**src/rtl/mux_nway_rr.sv**
```systemverilog
`default_nettype none
// ============================================================================
// Module      : mux_nway_rr
// Description : N-channel, WIDTH-bit arbitrating multiplexer with one
//               registered output slot and valid/ready handshakes on every
//               channel. Selection is either an explicit index (fixed mode)
//               or work-conserving round-robin (rr mode).
// Ports       : clk        - rising-edge clock
//               reset      - asynchronous, active-high reset
//               in_data    - flat input bus, channel k at [k*WIDTH +: WIDTH]
//               in_valid   - per-channel valid
//               in_ready   - per-channel ready (one-hot or zero)
//               sel        - channel index used in fixed mode
//               rr_mode    - 0 = fixed (sel), 1 = round-robin
//               out_data   - registered output word
//               out_chan   - channel index the output word came from
//               out_valid  - output word valid
//               out_ready  - sink ready
// Revision    : 1.0 - initial release
// ============================================================================
module mux_nway_rr #(
  parameter  int WIDTH    = 16,
  parameter  int CHANNELS = 8,
  localparam int SEL_W    = $clog2(CHANNELS)
) (
  input  logic                      clk,
  input  logic                      reset,
  input  logic [CHANNELS*WIDTH-1:0] in_data,
  input  logic [CHANNELS-1:0]       in_valid,
  output logic [CHANNELS-1:0]       in_ready,
  input  logic [SEL_W-1:0]          sel,
  input  logic                      rr_mode,
  output logic [WIDTH-1:0]          out_data,
  output logic [SEL_W-1:0]          out_chan,
  output logic                      out_valid,
  input  logic                      out_ready
);

  localparam logic [SEL_W-1:0] c_last_chan = SEL_W'(CHANNELS - 1);

  logic [WIDTH-1:0] out_data_q,  out_data_d;
  logic [SEL_W-1:0] out_chan_q,  out_chan_d;
  logic             out_valid_q, out_valid_d;
  logic [SEL_W-1:0] ptr_q,       ptr_d;

  logic             slot_free;
  logic             grant_vld;
  logic [SEL_W-1:0] grant_idx;
  logic [WIDTH-1:0] grant_data;
  logic             xfer;

  assign slot_free = ~out_valid_q | out_ready;

  // Grant selection. The round-robin scan runs in two passes so every index
  // is a loop constant: the second pass (channels at or above ptr) overrides
  // the first (channels below ptr), and within each pass the lowest index
  // wins because the loops count downwards.
  always_comb begin
    grant_vld = 1'b0;
    grant_idx = '0;
    if (!rr_mode) begin
      // sel values >= CHANNELS never match a loop index, so they grant nothing.
      for (int k = 0; k < CHANNELS; k++) begin
        if (sel == SEL_W'(k) && in_valid[k]) begin
          grant_vld = 1'b1;
          grant_idx = SEL_W'(k);
        end
      end
    end else begin
      for (int k = CHANNELS - 1; k >= 0; k--) begin
        if (in_valid[k] && (SEL_W'(k) < ptr_q)) begin
          grant_vld = 1'b1;
          grant_idx = SEL_W'(k);
        end
      end
      for (int k = CHANNELS - 1; k >= 0; k--) begin
        if (in_valid[k] && (SEL_W'(k) >= ptr_q)) begin
          grant_vld = 1'b1;
          grant_idx = SEL_W'(k);
        end
      end
    end
  end

  // Only the granted channel's word reaches the output register, so unknowns
  // on other channels cannot leak through.
  always_comb begin
    grant_data = '0;
    in_ready   = '0;
    for (int k = 0; k < CHANNELS; k++) begin
      if (grant_idx == SEL_W'(k)) begin
        grant_data  = in_data[k*WIDTH +: WIDTH];
        in_ready[k] = slot_free & grant_vld;
      end
    end
  end

  // A grant implies the granted channel is valid, so a free slot plus a grant
  // is exactly a handshake on that channel.
  assign xfer = slot_free & grant_vld;

  always_comb begin
    out_data_d  = out_data_q;
    out_chan_d  = out_chan_q;
    out_valid_d = out_valid_q;
    ptr_d       = ptr_q;
    if (slot_free) begin
      out_valid_d = xfer;
    end
    if (xfer) begin
      out_data_d = grant_data;
      out_chan_d = grant_idx;
      if (rr_mode) begin
        ptr_d = (grant_idx == c_last_chan) ? '0 : grant_idx + SEL_W'(1);
      end
    end
  end

  always_ff @(posedge clk or posedge reset) begin
    if (reset) begin
      out_data_q  <= '0;
      out_chan_q  <= '0;
      out_valid_q <= 1'b0;
      ptr_q       <= '0;
    end else begin
      out_data_q  <= out_data_d;
      out_chan_q  <= out_chan_d;
      out_valid_q <= out_valid_d;
      ptr_q       <= ptr_d;
    end
  end

  assign out_data  = out_data_q;
  assign out_chan  = out_chan_q;
  assign out_valid = out_valid_q;

endmodule
`default_nettype wire

```
**config.mk**
```make
export PLATFORM = sky130hd
export DESIGN_NAME = mux_nway_rr
export DESIGN_NICKNAME = d
export VERILOG_FILES = /design/src/rtl/mux_nway_rr.sv
export SDC_FILE = /design/constraint.sdc
export NUM_CORES = 1
export LEC_CHECK = 0
export BUFFER_PORTS_ARGS = -buffer_cell sky130_fd_sc_hd__buf_4
export CORE_MARGIN = 5
export CORE_UTILIZATION = 41
export DETAILED_ROUTE_END_ITERATION = 10
export PLACE_DENSITY = 0.79
export SLEW_MARGIN = 10
export SYNTH_ARGS = -nofsm -noshare
export SYNTH_HDL_FRONTEND = slang
export SYNTH_SLANG_ARGS = --single-unit
```
**constraint.sdc**
```tcl
create_clock -name clk -period 2.7 [get_ports clk]
set_input_delay 0.135 -clock clk [delete_from_list [all_inputs] [get_ports clk]]
set_output_delay 0.135 -clock clk [all_outputs]
set_load 0.02 [all_outputs]
```
==> impl_results.md <==
- Outcome: finished with violations
- Failing checks: setup timing
- Max H-tree Level: 1
- Post-synth cell types: 49
- Total die area: about 0.009 mm^2
- Most instantiated cells after synthesis: nand2_1 (103), o21ai_0 (55), mux2i_1 (33), nor2_1 (26)
- Cell Pwr Density: approximately 860 mW/mm^2
- Final clock skew: about 0.0064 ns
- HPWL after detailed placement: around 9700 um
- Critical path peak fanout: 8
- Most frequent cell after synthesis: nand2_1
- Lkg Pwr: approximately 2.4 nW
- Routed WL: between 10000 and 15000 um
- Total power: between 4 and 5 mW
- Final Hold Slack: roughly 0.057 ns
- Max_slew headroom: 0.385
- Vias: approximately 4000
- Worst min path class: primary input to async pin
- Setup CP Type: flip-flop to flip-flop
- Clock sink total: 23
- Share of layout cells above drive strength 1: 0.526
- Reg power frac: 0.138
- Clock transition at path regs: about 0.10 ns
- Maximum clock path buffer count: 2
- Crit end category: flip-flop
- Switching share of power: 0.467
- Combinational Power Share: 0.808
- Final worst-path cycle share: 1.09
- Die Wd: 94.8 um
- RSZ-0062 raised after global routing: true
- Worst skew pair latency: approximately 0.28 ns
- Top FF cell, synth: dfrtp_1
- Top-area cell type share of the netlist area: 0.195
- Synthesis-stage register bit count: 23
- Die Height: ~95 um
- CTS tree: built
- Boundary Pins: 171
- Area delta synth->final: 72.3%
- Required @ worst endpoint: 2.86 ns
- Top cells by area, synth: dfrtp_1 (20%), nand2_1 (13%), mux2i_1 (11%)
- Final RePlAce weighted congestion: roughly 0.9
- Reg area: 578 um^2
- Largest net degree at the start of global routing: 28
- DRC: 0
- Asr flop ratio synth: 1.00
- Sw power: roughly 2 mW
- Global-route wire length before repair: ~19000 um
- DP Area: 0.00455 mm^2
- GRT Resource Usage Total: 0.268
- Setup violations, final: 20
- Worst vdd ir: about 0.43 mV
- Vias per inst: around 5.5
- Internal: 2.34 mW
- Fin Setup TNS: -3.35 ns
- Routed len/inst: 18.2 um
- Vias in the first global route: between 3000 and 4000
- Row cnt: 31
- Peak Freq: about 340 MHz
- Initial antenna violation count: 0
- Total gr overflow: 0
- Syn nets: 550
- Crit path DAT: between 3 and 4 ns
- Synth Warn #: 0
- Port-buffer cells: 170
- Cts bufs inserted: 3
- Final Hold Vio Count: 0
- Nets@finish: ~760
- Reg-to-reg slack, setup: -0.25 ns
- Final Max Tran Viols: 0
- Footprint of the multi-input gates: 0.00235 mm^2
- Antenna cells: 0
- Setup WS post-layout: -0.251 ns
- Post-route ant nets: 0
- Initial Utilization: 0.413
- Leading area contributor after synthesis: dfrtp_1
- Worst Max-Slew Pin Slew: 0.922 ns
- Min Tclk post-route: around 3.0 ns
- CP startpoint kind: flip-flop
- Final instance area: between 0.005 and 0.006 mm^2
- Maxcap violations: 0
- # fillers: ~560
- CORE AREA: 0.00714 mm^2
- Post-synthesis cell area: around 0.0029 mm^2
- Syn avg cell area: about 7.4 um^2
- Cell count after synthesis: 401
- Clock power share: 0.054
- Detailed Route Iter0 Violations: approximately 280
- Number of synthesized flops with an enable pin: 0
- Sequential share of the synthesized area: 0.195
- CTS root buffer: clkbuf_8
- 1st-pass router iterations: 5
[kinds of logic after synthesis]
group / share of synthesized area
AO/OA/AOI/OAI: 0.292
flip-flops: 0.195
buffers and inverters: 0.0874
multiplexers: 0.139
adder cells (fa/ha/maj): 0.0255
AND/OR/NAND/NOR: 0.261
[power groups by stage]
stage,logic (mW),registers [mW],clock network (mW)
final,3.54,0.603,0.237
after global routing,3.77,0.617,0.250
after CTS,3.28,0.600,0.234
after detailed placement,2.83,0.601,0
after global placement,2.77,0.593,0
after floorplan,1.68,0.700,0
[sequential cells by signal, indices dropped and copies added (netlist names)]
register and cells:
ptr_q 3, out_chan 3, out_data 16, out_valid 1
[repair_timing]
action | in CTS | in global routing
hold buffers | 0 | 0
setup buffers | 10 | 4
pin swaps | 24 | 12
cloned | 2 | 1
endpoints found under the setup margin | 23 | 24
resized for setup | 56 | 27
[routing by layer]
layer  vias to the layer above  part of all wire  track usage
met4                         0             0.025       0.0805
met3                        33             0.086       0.0470
met1                      1799              0.41        0.372
met2                       227              0.48        0.424
met5                         -                 0            0
li1                       1857                 -            -
[worst max-delay path, cell delays in order (launching register included)]
cell	delay [ns]
dfrtp_2	0.45
buf_6	0.13
and3b_1	0.19
o211ai_1	0.23
a21oi_1	0.07
o21ai_1	0.17
o21ai_2	0.10
buf_4	0.16
ha_4	0.16
ha_4	0.18
buf_12	0.15
nand2_1	0.08
o21ai_0	0.10
a221o_2	0.36
mux2i_2	0.20
o211ai_2	0.10
[layout make-up]
type | count | area share
clock buffer | 3 | 0.00813
timing repair buffer | 239 | 0.386
sequential | 23 | 0.114
inverter | 5 | 0.00370
multi-input combinational | 337 | 0.463
tap | 99 | 0.0244
clock inverter | 1 | 0.000985
[metrics by stage]
stage / cells / utilization / worst slack [ns]
6_report: 707 / 0.712 / -0.251
4_1_cts: 702 / 0.688 / -0.104
3_3_place_gp: 686 / 0.638 / -0.173
2_1_floorplan: 401 / - / 0.0120
3_5_place_dp: 686 / 0.638 / -0.244
5_1_grt: 707 / 0.712 / -0.319
[cell usage in the layout, fill, tap and decap left out, drive strengths merged, types with 2 or more instances in the layout]
cell type / netlist / layout
mux2i: 33 / 33
nor2: 26 / 26
a221o: 17 / 17
a21oi: 7 / 7
a21o: 3 / 3
nand2b: 3 / 3
buf: 7 / 238
mux2: 5 / 5
a22oi: 2 / 2
and2b: 2 / 2
nand3: 20 / 20
dfrtp: 23 / 23
nor2b: 2 / 2
ha: 6 / 6
clkbuf: 29 / 4
inv: 5 / 5
and3: 5 / 5
and3b: 2 / 2
o2bb2ai: 2 / 2
o22ai: 2 / 2
o211ai: 20 / 20
nand2: 103 / 103
o21ai: 58 / 58
and2: 6 / 6
[path summary, 6_finish.rpt]
| check | cells past startpoint | to | start |
|---|---|---|---|
| worst max-delay path | 15 | out_data[11] | ptr_q[2] |
| worst min-delay path | 2 | out_data[3] | reset |
| worst max register to register | 15 | out_data[11] | ptr_q[2] |
| worst min register to register | 2 | out_data[13] | out_data[13] |
| max in group asynchronous | 2 | ptr_q[1] | reset |
| min in group clk | 3 | out_data[8] | in_data[120] |
No activity file was read; power rests on OpenSTA's default activity.
